===== config.mk =====
export PLATFORM = sky130hd
export DESIGN_NAME = io_pwr_seq_ctrl
export DESIGN_NICKNAME = d
export VERILOG_FILES = /design/src/rtl/io_pwr_seq_ctrl.sv
export SDC_FILE = /design/constraint.sdc
export NUM_CORES = 1
export LEC_CHECK = 0
export CAP_MARGIN = 20
export CORE_UTILIZATION = 48
export CTS_BUF_LIST = sky130_fd_sc_hd__clkbuf_8
export DETAILED_ROUTE_END_ITERATION = 8
export PLACE_DENSITY = 0.71
export REMOVE_ABC_BUFFERS = 1
export SYNTH_ARGS = -nofsm -noshare
export SYNTH_HDL_FRONTEND = slang
export SYNTH_SLANG_ARGS = --single-unit

===== constraint.sdc =====
create_clock -name clk -period 2.6 [get_ports clk]
set_input_delay 0.39 -clock clk [delete_from_list [all_inputs] [get_ports clk]]
set_output_delay 0.39 -clock clk [all_outputs]
set_load 0.05 [all_outputs]

===== src/rtl/io_pwr_seq_ctrl.sv =====
// IO pad-ring (VDDIO) power sequencer: synchronises/debounces supply-good, releases
// pad retention then output enable in a timed order, and forces safe pads on supply loss.
module io_pwr_seq_ctrl #(
  parameter int unsigned SYNC_STAGES = 2,
  parameter int unsigned DEB_CYCLES  = 16,
  parameter int unsigned RET_DLY     = 8,
  parameter int unsigned OE_DLY      = 4,
  parameter int unsigned CNT_W       = 8
) (
  input  logic       clk,
  input  logic       rst,
  input  logic       vpw_good_async,
  input  logic       pwr_req,
  input  logic       fault_clr,
  output logic       pad_ret,
  output logic       pad_oe_en,
  output logic       io_ready,
  output logic       fault,
  output logic [2:0] seq_state
);

  localparam logic [CNT_W-1:0] DEB_LAST = CNT_W'(DEB_CYCLES - 1);
  localparam logic [CNT_W-1:0] RET_LAST = CNT_W'(RET_DLY - 1);
  localparam logic [CNT_W-1:0] OE_LAST  = CNT_W'(OE_DLY - 1);
  localparam logic [CNT_W-1:0] CNT_ONE  = CNT_W'(1);

  typedef enum logic [2:0] {
    ST_OFF      = 3'd0,
    ST_DEBOUNCE = 3'd1,
    ST_RELEASE  = 3'd2,
    ST_ENABLE   = 3'd3,
    ST_READY    = 3'd4,
    ST_SHUTDOWN = 3'd5,
    ST_FAULT    = 3'd6
  } state_e;

  state_e                 state_q, state_d;
  logic [CNT_W-1:0]       cnt_q, cnt_d;
  logic [SYNC_STAGES-1:0] sync_q, sync_d;
  logic                   pad_ret_q, pad_ret_d;
  logic                   pad_oe_en_q, pad_oe_en_d;
  logic                   io_ready_q, io_ready_d;
  logic                   fault_q, fault_d;
  logic                   vpw_good_s;

  assign vpw_good_s = sync_q[SYNC_STAGES-1];

  always_ff @(posedge clk) begin
    if (rst) begin
      state_q     <= ST_OFF;
      cnt_q       <= '0;
      sync_q      <= '0;
      pad_ret_q   <= 1'b1;
      pad_oe_en_q <= 1'b0;
      io_ready_q  <= 1'b0;
      fault_q     <= 1'b0;
    end else begin
      state_q     <= state_d;
      cnt_q       <= cnt_d;
      sync_q      <= sync_d;
      pad_ret_q   <= pad_ret_d;
      pad_oe_en_q <= pad_oe_en_d;
      io_ready_q  <= io_ready_d;
      fault_q     <= fault_d;
    end
  end

  always_comb begin
    state_d     = state_q;
    cnt_d       = cnt_q;
    sync_d      = {sync_q[SYNC_STAGES-2:0], vpw_good_async};
    pad_ret_d   = 1'b1;
    pad_oe_en_d = 1'b0;
    io_ready_d  = 1'b0;
    fault_d     = 1'b0;

    // Supply loss outranks a dropped request, which outranks counter expiry.
    case (state_q)
      ST_OFF: begin
        if (vpw_good_s && pwr_req) begin
          state_d = ST_DEBOUNCE;
          cnt_d   = '0;
        end
      end
      ST_DEBOUNCE: begin
        if (!vpw_good_s || !pwr_req) begin
          state_d = ST_OFF;
          cnt_d   = '0;
        end else if (cnt_q == DEB_LAST) begin
          state_d = ST_RELEASE;
          cnt_d   = '0;
        end else begin
          cnt_d = cnt_q + CNT_ONE;
        end
      end
      ST_RELEASE: begin
        if (!vpw_good_s) begin
          state_d = ST_FAULT;
          cnt_d   = '0;
        end else if (!pwr_req) begin
          state_d = ST_SHUTDOWN;
          cnt_d   = '0;
        end else if (cnt_q == RET_LAST) begin
          state_d = ST_ENABLE;
          cnt_d   = '0;
        end else begin
          cnt_d = cnt_q + CNT_ONE;
        end
      end
      ST_ENABLE: begin
        if (!vpw_good_s) begin
          state_d = ST_FAULT;
          cnt_d   = '0;
        end else if (!pwr_req) begin
          state_d = ST_SHUTDOWN;
          cnt_d   = '0;
        end else if (cnt_q == OE_LAST) begin
          state_d = ST_READY;
          cnt_d   = '0;
        end else begin
          cnt_d = cnt_q + CNT_ONE;
        end
      end
      ST_READY: begin
        if (!vpw_good_s) begin
          state_d = ST_FAULT;
          cnt_d   = '0;
        end else if (!pwr_req) begin
          state_d = ST_SHUTDOWN;
          cnt_d   = '0;
        end
      end
      ST_SHUTDOWN: begin
        if (!vpw_good_s) begin
          state_d = ST_FAULT;
          cnt_d   = '0;
        end else if (cnt_q == OE_LAST) begin
          state_d = ST_OFF;
          cnt_d   = '0;
        end else begin
          cnt_d = cnt_q + CNT_ONE;
        end
      end
      ST_FAULT: begin
        if (fault_clr) begin
          state_d = ST_OFF;
          cnt_d   = '0;
        end
      end
      default: begin
        state_d = ST_FAULT;
        cnt_d   = '0;
      end
    endcase

    // Moore decode; registered so pads follow the state one cycle later.
    case (state_q)
      ST_RELEASE:  pad_ret_d = 1'b0;
      ST_ENABLE: begin
        pad_ret_d   = 1'b0;
        pad_oe_en_d = 1'b1;
      end
      ST_READY: begin
        pad_ret_d   = 1'b0;
        pad_oe_en_d = 1'b1;
        io_ready_d  = 1'b1;
      end
      ST_SHUTDOWN: pad_ret_d = 1'b0;
      ST_FAULT:    fault_d   = 1'b1;
      default: ;
    endcase
  end

  assign pad_ret   = pad_ret_q;
  assign pad_oe_en = pad_oe_en_q;
  assign io_ready  = io_ready_q;
  assign fault     = fault_q;
  assign seq_state = state_q;

endmodule

After elaboration in Yosys (flattened, before gate mapping)
Index checks and enable logic that the tools add are counted.
{ "op_classes": {"add_sub_neg": 1, "mul": 0, "div": 0, "order_cmp": 0, "eq_ne": 16, "shifts": 0, "n_mux": 33, "n_bitwise": 0, "n_reduce_logical": 9} }
{ "op_table": {"columns": ["cell", "n"], "rows": [
  ["$mux W8", 13],
  ["$pmux W8 S7", 1],
  ["$mux W3", 14],
  ["$pmux W3 S7", 1],
  ["$eq A3 B3 Y1 const B", 3],
  ["$ne A3 B3 Y1 const B", 3],
  ["$add A8 B1 Y8 const B", 1],
  ["$eq A8 B2 Y1 const B", 1],
  ["$eq A8 B3 Y1 const B", 1],
  ["$eq A8 B4 Y1 const B", 1],
  ["$ne A4 B4 Y1 const B", 2],
  ["$reduce_and A7 Y1", 1],
  ["$eq A3 B2 Y1 const B", 2],
  ["$mux W1", 4],
  ["$ne A2 B2 Y1 const B", 2],
  ["$reduce_or A4 Y1", 1],
  ["$eq A3 B1 Y1 const B", 1],
  ["$logic_not A3 Y1", 1],
  ["$reduce_and A3 Y1", 1],
  ["$logic_not A1 Y1", 2],
  ["$reduce_or A2 Y1", 1],
  ["$logic_and A1 B1 Y1", 1],
  ["$logic_or A1 B1 Y1", 1]
]} }
{ "word_totals": {"ff_bits": 17, "latch_bits": 0, "ram_bits": 0, "romBits": 0, "inputBits": 5, "elab_cells": 66, "memories": 0} }

Longest topological paths before layout
{ "depth": {"depth_word": 5, "ltp_mapped": 7, "ltp_nobuf": 6} }

Worst setup path before layout
Ideal clock, no wire load.
{ "synth_timing": {"path_kind": "register -> register", "from": "register state_q[1] (netlist: seq_state[1])", "to": "register state_q[0] (netlist: seq_state[0])", "setup_ns": 0.086, "arrival_ns": 1.904, "path_slack_ns": 0.610, "path_stages_with_launch": 6, "period_less_slack_ns": 1.990, "cell_sequence": "dfxtp_1 clkbuf_1 nand4b_1 a31oi_1 or3_4 a211oi_1"} }
{ "synth_via": {"elab_chain_len": 3} }
{ "synth_lines": {"columns": ["element", "line_no", "rtl"], "rows": [
  ["from (decl)", "37", "state_e state_q, state_d;"],
  ["from (signal assigned)", "58", "state_q <= state_d;"],
  ["$eq A3 B2 Y1, or another cell as far along", "78", "case (state_q)"],
  ["$ne A4 B4 Y1 (no line), or another cell as far along", null, null],
  ["$reduce_and A7 Y1 (no line)", null, null]
]} }
Several ways; a longest one is shown, not always the timed one.
A chain may end at the register's enable or synchronous reset.

Worst setup path after layout
{ "layout_timing": {"from": "register state_q[1] (netlist: seq_state[1])", "to": "output port seq_state[1]"} }
{ "layout_lines": {"columns": ["element", "line_no", "rtl"], "rows": [
  ["to (decl)", "19", "output logic [2:0] seq_state"]
]} }
No word-level cell between the ends.

==> run_results.csv <==
group,metric,value,unit
status,outcome,"finished clean",
floorplanning,start_util,0.528,
worst_setup_path,crit_slowest_cell,"clkdlybuf4s50_1",
global_route,track_usage,0.217,
worst_setup_path,critical_path_buf_inv_count,1,
drt,wl_per_cell,12.6,um
global_route,met2_layer_usage_reported_by_global_route,0.319,
finish,nets,135,
worst_setup_path,cp_slowest_stage_delay,0.89,ns
global_route,grt_antenna_before_repair,0,
power,intPower,570,uW
cts,cts_tree,"built",
timing,clock_skew,0.00226,ns
cts,worst_skew_pair_latency,0.25,ns
yosys,postSynth.asyncResetShare,0,
drt,post_drt_via_cell_ratio,5.57,
power,ir_worst_vdd,0.000481,V
yosys,synth_enable_flop_cells,0,
worst_setup_path,timing.setup.critical_path_class,"reg2out",
flow_run,drv.max_cap_violation_count,0,
placement,dpl-instance-area,0.00107,mm^2
finish,most-common-layout-cells,"dfxtp_1, clkdlybuf4s50_1, nand2_1, a21oi_1, nor2b_1",
cts,cts_resized,0,
cts,number_of_hold_buffers_added_after_cts,0,
timing,max-slew-margin-rel,0.666,
global_route,grt_max_degree,17,
yosys,yosysUniqueCellTypes,39,
yosys,ys_seq_elements,17,
worst_setup_path,end_kind,"output pin",
global_route,grt.met1_usage,0.296,
yosys,netlist.area_leader.share,0.357,
power,power.leakage,0.420,nW
finish,n_antenna_cell,0,
finish,drive_above_1_share,0.0703,
cts,buffer_levels_on_the_longest_clock_path,2,
cts,post_cts_setup_buffer_count,0,
placement,placement.io_buffers,11,
cts,numCtsBuffers,3,
worst_setup_path,cp-start-kind,"flip-flop",
worst_setup_path,cp_cell_sequence,"clkdlybuf4s50_1",
power,sequentialPowerShare,0.365,
floorplanning,rows,15,
global_route,first_global_vias,804,
worst_setup_path,worst_ep_required_time,2.21,ns
finish,utilization,0.622,
timing,final.period_utilization,0.820,
yosys,synthesis.area_per_instance,8.07,um^2
global_route,globalRouteOverflowTotal,0,
drt,routed_wirelength,1930,um
floorplanning,dieHeight,46.5,um
power,p_total,969,uW
finish,layout_commonest_cell,"dfxtp_1",
worst_setup_path,arrival,1.74,ns
floorplanning,core,0.00180,mm^2
floorplanning,die_outline_width,46.5,um
placement,hpwl,1290,um
yosys,yosysWarningCount,0,
floorplanning,fp.dieArea,0.00217,mm^2
timing,final-max-slew-violation-count,0,
power,power.clock.fraction,0.202,
global_route,global_route.usage.met3,0.0392,
yosys,synth_top_flop_cell,"dfxtp_1",
timing,worst_pin_slew,0.499,ns
finish,syn2layout_area_growth,17.6,%
power,pwr_density_cell,866,mW/mm^2
drt,drtPass1Iterations,4,
global_route,busiest_layer,"met2",
drt,final_antenna_net_count,0,
power,p_sw,399,uW
yosys,mappedNetlistArea,952,um^2
cts,root_buffer,"clkbuf_8",
timing,final-hold-violation-count,0,
global_route,grt_first_pass_wirelength,3380,um
timing,final.setup.tns,0,ns
finish,stdcell_area,0.00112,mm^2
timing,rsz0062_at_grt,"no",
yosys,synth_top_cell_by_area,"dfxtp_1",
yosys,synth_area_leaders,"dfxtp_1, nor2b_1, a21oi_1",
cts,htreeDepth,1,
drt,via_count,852,
min_path,worstHoldPathType,"reg2reg",
cts,numClockSinks,17,
timing,final-setup-viol-count,0,
timing,final_critical_path_time_including_i_o_delays_and_setup,2.13,ns
drt,route.detailed.drc,0,
worst_setup_path,cpLargestDelayFamily,"buffers and inverters",
placement,place.gp.congestion,0.784,
worst_setup_path,crit_path_max_fanout,15,
timing,achievable-frequency,469,MHz
yosys,syn-instance-count,118,
cts,clk_transition_reported_paths,0.07,ns
finish,fillerInstances,168,
drt,initialDrtViolationCount,21,
floorplanning,io_pins,12,
power,power_frac_comb,0.433,
power,net_switching_fraction_of_the_power,0.412,
yosys,synth_seq_area_share,0.357,
## sequential cells by signal, indices dropped and copies added (netlist names)
signal / count
cnt_q: 8
seq_state: 3
sync_q: 2
io_ready: 1
pad_ret: 1
fault: 1
pad_oe_en: 1
## power by group through the flow
stage | Combinational, mW | Sequential (mW) | Clock, mW
floorplan | 0.197 | 0.445 | 0
global placement | 0.419 | 0.359 | 0
detailed placement | 0.418 | 0.359 | 0
CTS | 0.419 | 0.353 | 0.200
global route | 0.457 | 0.363 | 0.212
finish | 0.420 | 0.354 | 0.196
## routing by layer
metal  wire (um)  part of all wire  up-vias
met1         965              0.50      388
met2         898              0.46       13
met3          40             0.021        2
met4          28             0.014        0
li1            -                 -      449
met5           0                 0        -
## Yosys cell counts, drive strengths merged, types with 2 or more instances
| cell type | count |
|---|---|
| o21a | 2 |
| buf | 2 |
| a211oi | 3 |
| a21oi | 9 |
| a2111oi | 2 |
| o21ai | 3 |
| nor2b | 8 |
| dfxtp | 17 |
| nand3 | 5 |
| o22ai | 5 |
| and3b | 2 |
| nor3 | 6 |
| inv | 6 |
| nand2b | 2 |
| clkbuf | 5 |
| nand3b | 2 |
| nor4 | 3 |
| nand2 | 9 |
| nor2 | 6 |
| and3 | 2 |
| and2 | 5 |
## final cells by class
type                       instances  area (um^2)  share of cell area
clock buffer                       3         41.3              0.0369
multi-input combinational         88          554               0.495
sequential                        17          340               0.304
inverter                           6         22.5              0.0201
tap                               25         31.3              0.0279
clock inverter                     1         5.00             0.00447
timing repair buffer              13          125               0.112
## final timing paths
check        cells after the start                       from  slack, ns                   endpoint
min                              1       sync_q[0]$_SDFF_PP0_       0.45       sync_q[1]$_SDFF_PP0_
min reg2reg                      1       sync_q[0]$_SDFF_PP0_       0.45       sync_q[1]$_SDFF_PP0_
max reg2reg                      6      cnt_q[0]$_SDFFE_PP0P_       0.60  seq_state[2]$_SDFFE_PP0P_
max                              1  seq_state[1]$_SDFFE_PP0P_       0.47               seq_state[1]
## stage by stage
stage / std cells / hold slack (ns) / setup WS, ns
2_1_floorplan: 111 / 0.414 / 0.522
3_3_place_gp: 149 / 0.422 / 0.447
3_5_place_dp: 149 / 0.437 / 0.362
4_1_cts: 153 / 0.453 / 0.450
5_1_grt: 153 / 0.473 / 0.317
6_report: 153 / 0.450 / 0.467
## cell families after synthesis
group | Yosys count | synth area share
adder cells (fa/ha/maj) | 2 | 0.0237
XOR/XNOR | 1 | 0.00920
AND/OR/NAND/NOR | 53 | 0.327
AO/OA/AOI/OAI | 32 | 0.222
buffers and inverters | 13 | 0.0604
flip-flops | 17 | 0.357
Note: power is estimated with default switching activity, not from simulation.
